## src/rtl/broadcast_probe_issuer_pkg.sv

```systemverilog
// Shared types and constants for the broadcast probe issuer.
// Holds the FSM state encoding, the probe cap params and the default widths.
package broadcast_probe_issuer_pkg;

    typedef enum logic [1:0] {
        StIdle,
        StProbe,
        StWait,
        StDone
    } state_e;

    localparam logic [1:0] TO_T = 2'd0;
    localparam logic [1:0] TO_B = 2'd1;
    localparam logic [1:0] TO_N = 2'd2;

    localparam int unsigned DEFAULT_ADDR_W = 26;
    localparam int unsigned DEFAULT_MSHR_W = 2;

endpackage

```

## src/rtl/broadcast_lowest_one.sv

```systemverilog
// Combinational priority encoder.
// Returns the index and the one-hot of the lowest set bit of a mask.
module broadcast_lowest_one #(
    parameter int unsigned WIDTH = 1,
    parameter int unsigned IDX_W = 1
) (
    input  logic [WIDTH-1:0] mask_i,
    output logic [IDX_W-1:0] idx_o,
    output logic [WIDTH-1:0] onehot_o
);

    // Scan downwards so the lowest set bit is the last one written.
    always_comb begin
        idx_o = '0;
        for (int i = int'(WIDTH) - 1; i >= 0; i--) begin
            if (mask_i[i]) begin
                idx_o = IDX_W'(i);
            end
        end
    end

    assign onehot_o = mask_i & (~mask_i + 1'b1);

endmodule

```

## src/rtl/broadcast_probe_issuer.sv

```systemverilog
// Issues one probe per client flagged by a filter response, counts ProbeAcks,
// and reports completion to the owning MSHR tracker once every ack is back.
module broadcast_probe_issuer
    import broadcast_probe_issuer_pkg::*;
#(
    parameter int unsigned N_CLIENTS = 1,
    parameter int unsigned ADDR_W    = DEFAULT_ADDR_W,
    parameter int unsigned MSHR_W    = DEFAULT_MSHR_W,
    parameter int unsigned CLIENT_W  = (N_CLIENTS > 1) ? $clog2(N_CLIENTS) : 1
) (
    input  logic                 clock,
    input  logic                 reset,
    input  logic                 io_filter_valid,
    output logic                 io_filter_ready,
    input  logic [MSHR_W-1:0]    io_filter_bits_mshr,
    input  logic [ADDR_W-1:0]    io_filter_bits_address,
    input  logic [N_CLIENTS-1:0] io_filter_bits_allocOH,
    input  logic                 io_filter_bits_needT,
    output logic                 io_probe_valid,
    input  logic                 io_probe_ready,
    output logic [ADDR_W-1:0]    io_probe_bits_address,
    output logic [1:0]           io_probe_bits_param,
    output logic [CLIENT_W-1:0]  io_probe_bits_client,
    input  logic                 io_probeAck_valid,
    output logic                 io_done_valid,
    input  logic                 io_done_ready,
    output logic [MSHR_W-1:0]    io_done_bits_mshr,
    output logic                 io_error
);

    localparam int unsigned CNT_W = $clog2(N_CLIENTS + 1);

    state_e                 state_q, state_d;
    logic [N_CLIENTS-1:0]   pend_q, pend_d;
    logic [CNT_W-1:0]       cnt_q, cnt_d;
    logic [ADDR_W-1:0]      addr_q, addr_d;
    logic [MSHR_W-1:0]      mshr_q, mshr_d;
    logic                   need_t_q, need_t_d;
    logic                   err_q, err_d;
    logic                   probe_fire;
    logic [CLIENT_W-1:0]    low_idx;
    logic [N_CLIENTS-1:0]   low_oh;

    broadcast_lowest_one #(
        .WIDTH (N_CLIENTS),
        .IDX_W (CLIENT_W)
    ) u_lowest_one (
        .mask_i   (pend_q),
        .idx_o    (low_idx),
        .onehot_o (low_oh)
    );

    assign probe_fire = (state_q == StProbe) && io_probe_ready;

    always_comb begin
        state_d  = state_q;
        pend_d   = pend_q;
        cnt_d    = cnt_q;
        addr_d   = addr_q;
        mshr_d   = mshr_q;
        need_t_d = need_t_q;
        err_d    = err_q;

        // Acks are counted in every state; an ack with nothing outstanding is an error.
        unique case ({probe_fire, io_probeAck_valid})
            2'b10: cnt_d = cnt_q + 1'b1;
            2'b01: begin
                if (cnt_q != '0) begin
                    cnt_d = cnt_q - 1'b1;
                end else begin
                    err_d = 1'b1;
                end
            end
            default: ;
        endcase

        unique case (state_q)
            StIdle: begin
                if (io_filter_valid) begin
                    addr_d   = io_filter_bits_address;
                    mshr_d   = io_filter_bits_mshr;
                    need_t_d = io_filter_bits_needT;
                    pend_d   = io_filter_bits_allocOH;
                    state_d  = (io_filter_bits_allocOH != '0) ? StProbe : StDone;
                end
            end
            StProbe: begin
                if (io_probe_ready) begin
                    pend_d = pend_q & ~low_oh;
                    if (pend_d == '0) begin
                        state_d = (cnt_d == '0) ? StDone : StWait;
                    end
                end
            end
            StWait: begin
                if (cnt_d == '0) begin
                    state_d = StDone;
                end
            end
            StDone: begin
                if (io_done_ready) begin
                    state_d = StIdle;
                end
            end
            default: state_d = StIdle;
        endcase
    end

    always_ff @(posedge clock) begin
        if (reset) begin
            state_q  <= StIdle;
            pend_q   <= '0;
            cnt_q    <= '0;
            addr_q   <= '0;
            mshr_q   <= '0;
            need_t_q <= 1'b0;
            err_q    <= 1'b0;
        end else begin
            state_q  <= state_d;
            pend_q   <= pend_d;
            cnt_q    <= cnt_d;
            addr_q   <= addr_d;
            mshr_q   <= mshr_d;
            need_t_q <= need_t_d;
            err_q    <= err_d;
        end
    end

    assign io_filter_ready       = (state_q == StIdle);
    assign io_probe_valid        = (state_q == StProbe);
    assign io_done_valid         = (state_q == StDone);
    assign io_probe_bits_address = addr_q;
    assign io_probe_bits_param   = need_t_q ? TO_N : TO_B;
    assign io_probe_bits_client  = low_idx;
    assign io_done_bits_mshr     = mshr_q;
    assign io_error              = err_q;

endmodule

```

## config.mk

```make
export PLATFORM = sky130hd
export DESIGN_NAME = broadcast_probe_issuer
export DESIGN_NICKNAME = d
export VERILOG_FILES = /design/src/rtl/broadcast_probe_issuer_pkg.sv /design/src/rtl/broadcast_lowest_one.sv /design/src/rtl/broadcast_probe_issuer.sv
export SDC_FILE = /design/constraint.sdc
export NUM_CORES = 1
export LEC_CHECK = 0
export ABC_AREA = 1
export BUFFER_PORTS_ARGS = -buffer_cell sky130_fd_sc_hd__buf_2
export CAP_MARGIN = 20
export CORE_MARGIN = 4
export CORE_UTILIZATION = 35
export CTS_CLUSTER_DIAMETER = 200
export DETAILED_ROUTE_END_ITERATION = 10
export PLACE_DENSITY_LB_ADDON = 0.25
export SYNTH_ARGS = -nofsm -noshare
export SYNTH_HDL_FRONTEND = slang
export SYNTH_HIERARCHICAL = 1
export SYNTH_SLANG_ARGS = --single-unit
```

## constraint.sdc

```tcl
create_clock -name clock -period 2.25 [get_ports clock]
set_input_delay 0.1125 -clock clock [delete_from_list [all_inputs] [get_ports clock]]
set_output_delay 0.1125 -clock clock [all_outputs]
set_load 0.1 [all_outputs]
```

Word level (Yosys, flattened, before mapping):

Cells that the tools add are included.
Widths: inputs -> output; s select.

* mux-type cells: 14
* bitwise operators: 5
* equality and inequality tests: 10
* reductions and logical operators: 7
* add/subtract/negate cells: 3

Operator list (count)
* $mux 2: 7
* $pmux 2 s4: 1
* $eq 2x2->1 const B: 3
* $ne 2x2->1 const B: 3
* $reduce_and 5->1: 1
* $eq 2x1->1 const B: 2
* $mux 1: 4
* $ne 2x1->1 const B: 2
* $pmux 1 s2: 2
* $reduce_and 2->1: 2
* $not 1->1: 3
* $reduce_and 3->1: 1
* $add 1x1->1 const B: 2
* $and 1x1->1: 2
* $logic_not 2->1: 1
* $reduce_bool 2->1: 1
* $logic_and 1x1->1: 1
* $sub 1x1->1 const B: 1

* logic and storage cells: 46
* input port bits: 36
* bits in registers: 34
* output and inout port bits: 35

Longest topological paths before layout:

Gate-level depths: netlist of the first run.

* depth after elaboration: 8
* mapped depth: 12

Cells and area by module:

The synthesis of the first run kept the hierarchy.

Modules (own cells, without submodules)
* broadcast_probe_issuer: seq. area each 680.7 um^2, instances 1, area each 1382.6 um^2, cells an instance 185
* broadcast_lowest_one: seq. area each 0.0 um^2, instances 1, area each 18.8 um^2, cells an instance 3

Worst setup path before layout of the first run:

OpenSTA, ideal clock, no wires.

* path kind: register to register
* start: register state_q[1]
* end: register state_q[0]
* arrival time: 2.200 ns
* required time: 2.137 ns
* buffers on the path: 0
* cell stages (with the launch flop): 13
* path slack: -0.063 ns
* path through: dfxtp_1 inv_1 ha_1 nand2_2 ha_1 nor2_1 nand2_1 nand2_1 nand2_1 nand2_2 nand2_1 nand2_1 nor2_1

* cells in the longest elaborated chain, start to end: 8
* elaborated cells between the ends (all ways): 18
* those cells by class: eq/ne: 10; mux: 5; reduce/logical: 3

Ends and longest elaborated chain
* start: declaration: RTL line broadcast_probe_issuer.sv:33 `state_e state_q, state_d;`
* start signal: assignment: RTL line broadcast_probe_issuer.sv:111 `state_q <= StIdle;`
* start signal: assignment: RTL line broadcast_probe_issuer.sv:119 `state_q <= state_d;`
* $eq 2x1->1 *
* via io_probe_valid: RTL line broadcast_probe_issuer.sv:19 `output logic io_probe_valid,`
* $logic_and 1x1->1: RTL line broadcast_probe_issuer.sv:53 `assign probe_fire = (state_q == StProbe) && io_probe_ready;`
* $eq 2x1->1 or $eq 2x2->1 (tied branches): RTL line broadcast_probe_issuer.sv:65 `unique case ({probe_fire, io_probeAck_valid})`
* $pmux 1 s2: RTL line broadcast_probe_issuer.sv:65
* $mux 1: RTL line broadcast_probe_issuer.sv:91 `state_d = (cnt_d == '0) ? StDone : StWait;`
* $mux 2: RTL line broadcast_probe_issuer.sv:90 `if (pend_d == '0) begin`
* $mux 2: RTL line broadcast_probe_issuer.sv:88 `if (io_probe_ready) begin`
* $pmux 2 s4: RTL line broadcast_probe_issuer.sv:77 `unique case (state_q)`

The timed path passes the listed nets; every way through them passes the cells marked *. The select of a mux whose other input is x is not followed.
A chain may end at the register's enable or synchronous reset.

Final worst setup path of the first run:

* start: register state_q[1]
* end: register state_q[0]

* cells in the longest elaborated chain, start to end: 8
* elaborated cells between the ends (all ways): 18
* those cells by class: eq/ne: 10; mux: 5; reduce/logical: 3

Ends and longest elaborated chain (RTL line)
* $eq 2x1->1: broadcast_probe_issuer.sv:53, broadcast_probe_issuer.sv:77
* $logic_and 1x1->1: broadcast_probe_issuer.sv:53
* $eq 2x1->1 or $eq 2x2->1 (tied branches): broadcast_probe_issuer.sv:65
* $pmux 1 s2: broadcast_probe_issuer.sv:65
* $mux 1: broadcast_probe_issuer.sv:91
* $mux 2: broadcast_probe_issuer.sv:90
* $mux 2: broadcast_probe_issuer.sv:88
* $pmux 2 s4: broadcast_probe_issuer.sv:77

Parallel ways exist; a longest one is shown, timed or not. The select of a mux whose other input is x is not followed.

==> reports/results.ini, run 1 <==
[clock_network]
cts.repair.resized=0
cts_buffer_depth=2
clk_latency_ps=280
cts_root_buffer=clkbuf_8
cts_tree=built
cts_buffers=5
clkTransAtPathRegs_ps=70
htreeDepth=2
cts.sinks=34
hold_buffers=0
cts_setup_buffers=0

[synth]
yosysSeqAreaShare_pct=48.6
syn-num-nets=230
mappedNetlistArea_um2=1400
yosysTopAreaCell=dfxtp_1
yosysTopAreaCellShare_pct=48.6
yosys.cell_types.count=18
synth-seq-cells=34
synth_cells=188
synthTopCellsByArea=dfxtp_1, nor2_1, o21ai_0
yosys_warnings=6
avgSynthCellArea_um2=7.45

[critical_path]
r2r_slack_ps=530
arrival_ps=1900
critPathKind=register to register
critPathCapture=state_q[0]
crit_start=state_q[1]
r2r-start=state_q[1]
cp_max_fo=7
reg2reg_depth=12
cp_data_required_time_ps=2430
end_kind=register
rr_endpoint=state_q[0]
crit_path_start_kind=register

[die]
initial_core_util_pct=37.2
floorplan.die_area_um2=5080
core_area_um2=3770
fp-row-count=22
die_width_um=71.3
io_pins=71
die_h_um=71.3

[cells_and_area]
seq_area_um2=681
antenna_cells=0
fillers=396
syn_to_final_growth_pct=32.4
multiInputGateArea_um2=602
final_cell_mix=buf_2, nor2_1, dfxtp_1
layout.nets=296
layout_commonest_cell=buf_2
drive_above_1_share_pct=32.9

[global_routing]
grt_usage_pct=12.8
antenna_found_initial=0
grt_pass1_vias=1131
grt_max_degree=32
grt_pass1_wl_um=5130
grt_overflow=0

[timing]
worstMarginPinSlew_ps=777
setup-violations-final=0
fmax_mhz=582
min_period_over_period_pct=76.3
rsz0062_at_grt=false
final_max_slew_viol_count=0
setup_tns_ps=0
finalHoldViolCount=0
slew_headroom_pct=48.1
finalClockSkew_ps=5.30
finalCriticalPeriod_ps=1720

[drt]
wl_per_cell_um=10.7
drc=0
postRouteAntennaNets=0
vias=1333
drt-initial-drc-count=54
dr.pass1.iters=4
routed_wl_um=3250
viasPerCell=4.40

[placement]
dpl.hpwl_um=2350
io_buffers=69
gp_congestion=0.778

[run_status]
status=finished, final reports clean

[hold_path]
hold_path_class=input port to register
hp-start=reset

[run]
cap_violations=0

[state kept, by name, indices dropped and copies added, names as in the netlist]
| register | count |
|---|---|
| io_probe_bits_address | 26 |
| io_done_bits_mshr | 2 |
| state_q | 2 |
| cnt_q | 1 |
| io_error | 1 |
| need_t_q | 1 |
| pend_q | 1 |
[worst max-delay path: stages, from the launching register on]
cell     delay (ps)
dfxtp_1         340
inv_1           100
ha_2            250
nand2_2          80
ha_1            290
nor2_1           90
nand2_1          70
nand2_1          80
nand2_1          70
nand2_2          90
nand2_1          60
nand2_1          50
nor2_1           50
[Yosys cell counts]
master,instances
conb_1,1
o21ai_0,31
dfxtp_1,34
nor2_1,65
nor2_2,1
nand2_1,15
clkbuf_1,4
a21oi_1,6
buf_2,1
inv_1,12
buf_4,3
nand3_1,1
nand2_2,3
buf_6,2
o21ai_1,1
ha_1,6
clkbuf_2,1
inv_4,1
[cells by family after synthesis]
family,after synthesis,synth area share (%)
DFF,34,48.6
other,1,0.268
AOI/OAI and AO/OA,38,13.6
buffers and inverters,24,8.66
and+or+nand+nor,85,23.6
adders and majority gates,6,5.36
[worst min-delay path by stage]
stage / cells past startpoint / endpoint / slack [ps]
2_1_floorplan: 1 / cnt_q / 180
3_3_place_gp: 2 / pend_q / 330
3_5_place_dp: 2 / cnt_q / 330
4_1_cts: 2 / cnt_q / 20
5_1_grt: 2 / cnt_q / 10
6_report: 2 / cnt_q / 30
[per-stage QoR]
stage	hold slack [ps]	cell area, µm²	worst slack (ps)	cells	util, %
final	30.0	1860	533	303	49.2
after detailed placement	328	1750	546	295	46.3
after CTS	19.0	1860	537	303	49.2
after floorplan	182	1400	214	188	-
after global placement	333	1750	611	295	46.3
after global routing	14.5	1860	307	303	49.2
[routing by layer]
layer  global-route usage, %  up-vias  share of wire [%]
met5                       0        -                  0
met4                    4.38        0               0.31
met3                    6.31        2                9.6
met2                    18.4       46                 43
met1                    16.7      571                 47
li1                        -      714                  -
[layout make-up]
class	count	area share, %
timing repair buffer	70	19.0
inverter	13	2.76
clock inverter	3	2.16
sequential	34	36.7
multi-input combinational	130	32.4
clock buffer	5	3.71
tap	48	3.24
Power of run 1 is left out: the tool's default activity adds up to more than one toggle a clock period on the data nets, which glitch-free logic cannot reach.
==> run 2, diff against run 1 <==
--- a/config.mk
+++ b/config.mk
@@ -5,7 +5,7 @@
 export SDC_FILE = /design/constraint.sdc
 export NUM_CORES = 1
 export LEC_CHECK = 0
-export ABC_AREA = 1
+export ABC_AREA = 0
 export BUFFER_PORTS_ARGS = -buffer_cell sky130_fd_sc_hd__buf_2
 export CAP_MARGIN = 20
 export CORE_MARGIN = 4
==> constraint.sdc (replaced) <==
create_clock -name clock -period 1.5 [get_ports clock]
set_input_delay 0.075 -clock clock [delete_from_list [all_inputs] [get_ports clock]]
set_output_delay 0.075 -clock clock [all_outputs]
set_load 0.1 [all_outputs]
==> run 2 against run 1 <==
  * The run now ends with negative setup slack left
  * Register-to-register slack got worse by 640 ps
  * Area after synthesis increased by 0.18%
  * Non-clock buffer count increased by 14
  * Flip-flop and latch count unchanged
  * Via count increased by 3.7%
  * Largest cell class is now multi-input combinational cells
  * Highest routed layer unchanged
==> reports/results.ini, run 2 <==
[timing]
setup_tns_ps=-185
hold_ws_ps=26.3
fmax_mhz=624
final_max_slew_viol_count=0
min_period_over_period_pct=107
setup_slack_ps=-103
rsz0062_at_grt=true
finalHoldViolCount=0
finalClockSkew_ps=7.63
finalCriticalPeriod_ps=1600
setup-violations-final=2

[synth]
yosysTopAreaCellShare_pct=48.5
synth_common_cells=nand2_1, a21oi_1, dfxtp_1, inv_1, ha_1
synthArstFlopShare_pct=0
dominantRegCellSynth=dfxtp_1
synthTopCellsByArea=dfxtp_1, nand2_1, a21oi_1
synth_edf_count=0
yosysTopAreaCell=dfxtp_1
yosys_warnings=6
syn-num-nets=218
yosys.cell_types.count=25
synth_most_common_cell=nand2_1
avgSynthCellArea_um2=7.98
mappedNetlistArea_um2=1400
synth-seq-cells=34
synth_cells=176
yosysSeqAreaShare_pct=48.5

[clock_network]
clkTransAtPathRegs_ps=70
cts_buffers=5
htreeDepth=2
cts_root_buffer=clkbuf_8
clk_latency_ps=280
cts.sinks=34
cts_tree=built
cts_setup_buffers=0
cts_buffer_depth=2

[global_routing]
antenna_found_initial=0
grt_usage_pct=13.2
grt_pass1_vias=1214
grt_overflow=0
grt_pass1_wl_um=5380
grt_max_degree=30

[hold_path]
hold_path_class=input port to register
min_to=io_probe_bits_address[0]
min_path_cells=3
hp-start=io_filter_bits_address[0]

[die]
die_width_um=71.3
io_pins=71
fp-row-count=22
initial_core_util_pct=37.2
core_area_um2=3770
die_h_um=71.3
floorplan.die_area_um2=5090

[run]
cap_violations=0

[critical_path]
arrival_ps=1790
cp_max_fo=4
end_kind=register
cp_data_required_time_ps=1690
critPathKind=register to register
crit_path_start_kind=register
r2r-start=state_q[1]
r2r_slack_ps=-100
reg2reg_depth=8
rr_endpoint=state_q[0]

[drt]
wl_per_cell_um=11.9
dr.pass1.iters=4
viasPerCell=4.56
routed_wl_um=3600
vias=1382
drc=0
drt-initial-drc-count=78
postRouteAntennaNets=0

[cells_and_area]
layout.nets=296
largest_register_ffs=26
layoutNonFillerInstCount=303
seq_area_um2=683
multiInputGateArea_um2=711
final_cell_mix=buf_2, nand2_1, a21oi_1, dfxtp_1, buf_4
drive_above_1_share_pct=43.1
layout_commonest_cell=buf_2
syn_to_final_growth_pct=51.2
antenna_cells=0
fillers=357

[placement]
placedCellCount=293
place_ws_ps=-105
dpl.hpwl_um=2480
gp_congestion=0.819
io_buffers=69

[pwr]
power_mw=4.62
power_density_nw_per_um2=2170
power.leakage_nw=1.00
peakVddDrop_mv=0.911

[run_status]
status=complete, but fails checks
violations=negative setup slack

run 2: cell count changes in the layout (fill, tap and decap cells not counted), sizes merged, moves of 3 or more:
| cell | previous run | this run |
|---|---|---|
| nor2 | 66 | 3 |
| nand2 | 18 | 62 |
| inv | 13 | 7 |
| o21ai | 32 | 1 |
| clkbuf | 5 | 8 |
| buf | 70 | 82 |
| nand2b | 0 | 3 |
| a21oi | 6 | 34 |
run 2: cells by family (layout without fill, tap and decap cells):
| kind of cell | Yosys count | in the layout | synth area share, % |
|---|---|---|---|
| compound gates | 41 | 41 | 16.8 |
| fa+ha+maj | 6 | 6 | 5.35 |
| buf+inv | 20 | 99 | 6.95 |
| flops | 34 | 34 | 48.5 |
| mux | 1 | 1 | 0.713 |
| other cells | 1 | 1 | 0.267 |
| simple gates | 73 | 73 | 21.4 |
run 2: where the power goes:
part           internal [mW]  total, mW  switching [mW]
combinational          0.818       2.75            1.93
sequential              1.08       1.18          0.0965
clock                  0.368      0.689           0.321
run 2: worst max path at each step:
stage                          start    endpoint  slack (ps)
after floorplan           state_q[1]  state_q[0]        -320
after global placement    state_q[0]  state_q[0]         -70
after detailed placement  state_q[0]  state_q[0]        -100
final                     state_q[1]  state_q[0]        -100
after CTS                 state_q[1]  state_q[0]        -110
after global routing      state_q[1]  state_q[0]        -190
run 2: cell type report:
cell class / instances / share of cell area [%]
multi-input cells: 122 / 33.5
flip-flops and latches: 34 / 32.2
repair buffers: 84 / 25.8
clock buffers: 6 / 3.89
well taps: 48 / 2.83
inverters: 7 / 1.24
clock inverters: 2 / 0.589
run 2: worst max-delay path, cell delays in order, from the launching register on:
cell and delay, ps:
dfxtp_2 320, inv_2 70, ha_4 150, nand2_4 60, ha_4 240, nand3_4 80
o311ai_4 100, or4_1 410, o31ai_1 80
run 2: per-layer routing:
| metal | global-route usage, % | wire length (µm) |
|---|---|---|
| met1 | 17.3 | 1590 |
| met2 | 20.0 | 1670 |
| met3 | 4.07 | 284 |
| met4 | 5.64 | 49 |
| met5 | 0 | 0 |
run 2: what timing repair did:
item                       4_1_cts  5_1_grt
cloned                           0        2
hold buffers                     0        0
pin swaps                        1        0
gates resized for setup          1        9
setup endpoints to repair        2       31
run 2: metrics by stage:
stage / area (µm²) / utilization (%)
2_1_floorplan: 1450 / -
3_3_place_gp: 1940 / 51.4
3_5_place_dp: 1940 / 51.4
4_1_cts: 2040 / 54.0
5_1_grt: 2120 / 56.3
6_report: 2120 / 56.3
Power figures use the tool's default switching activity.
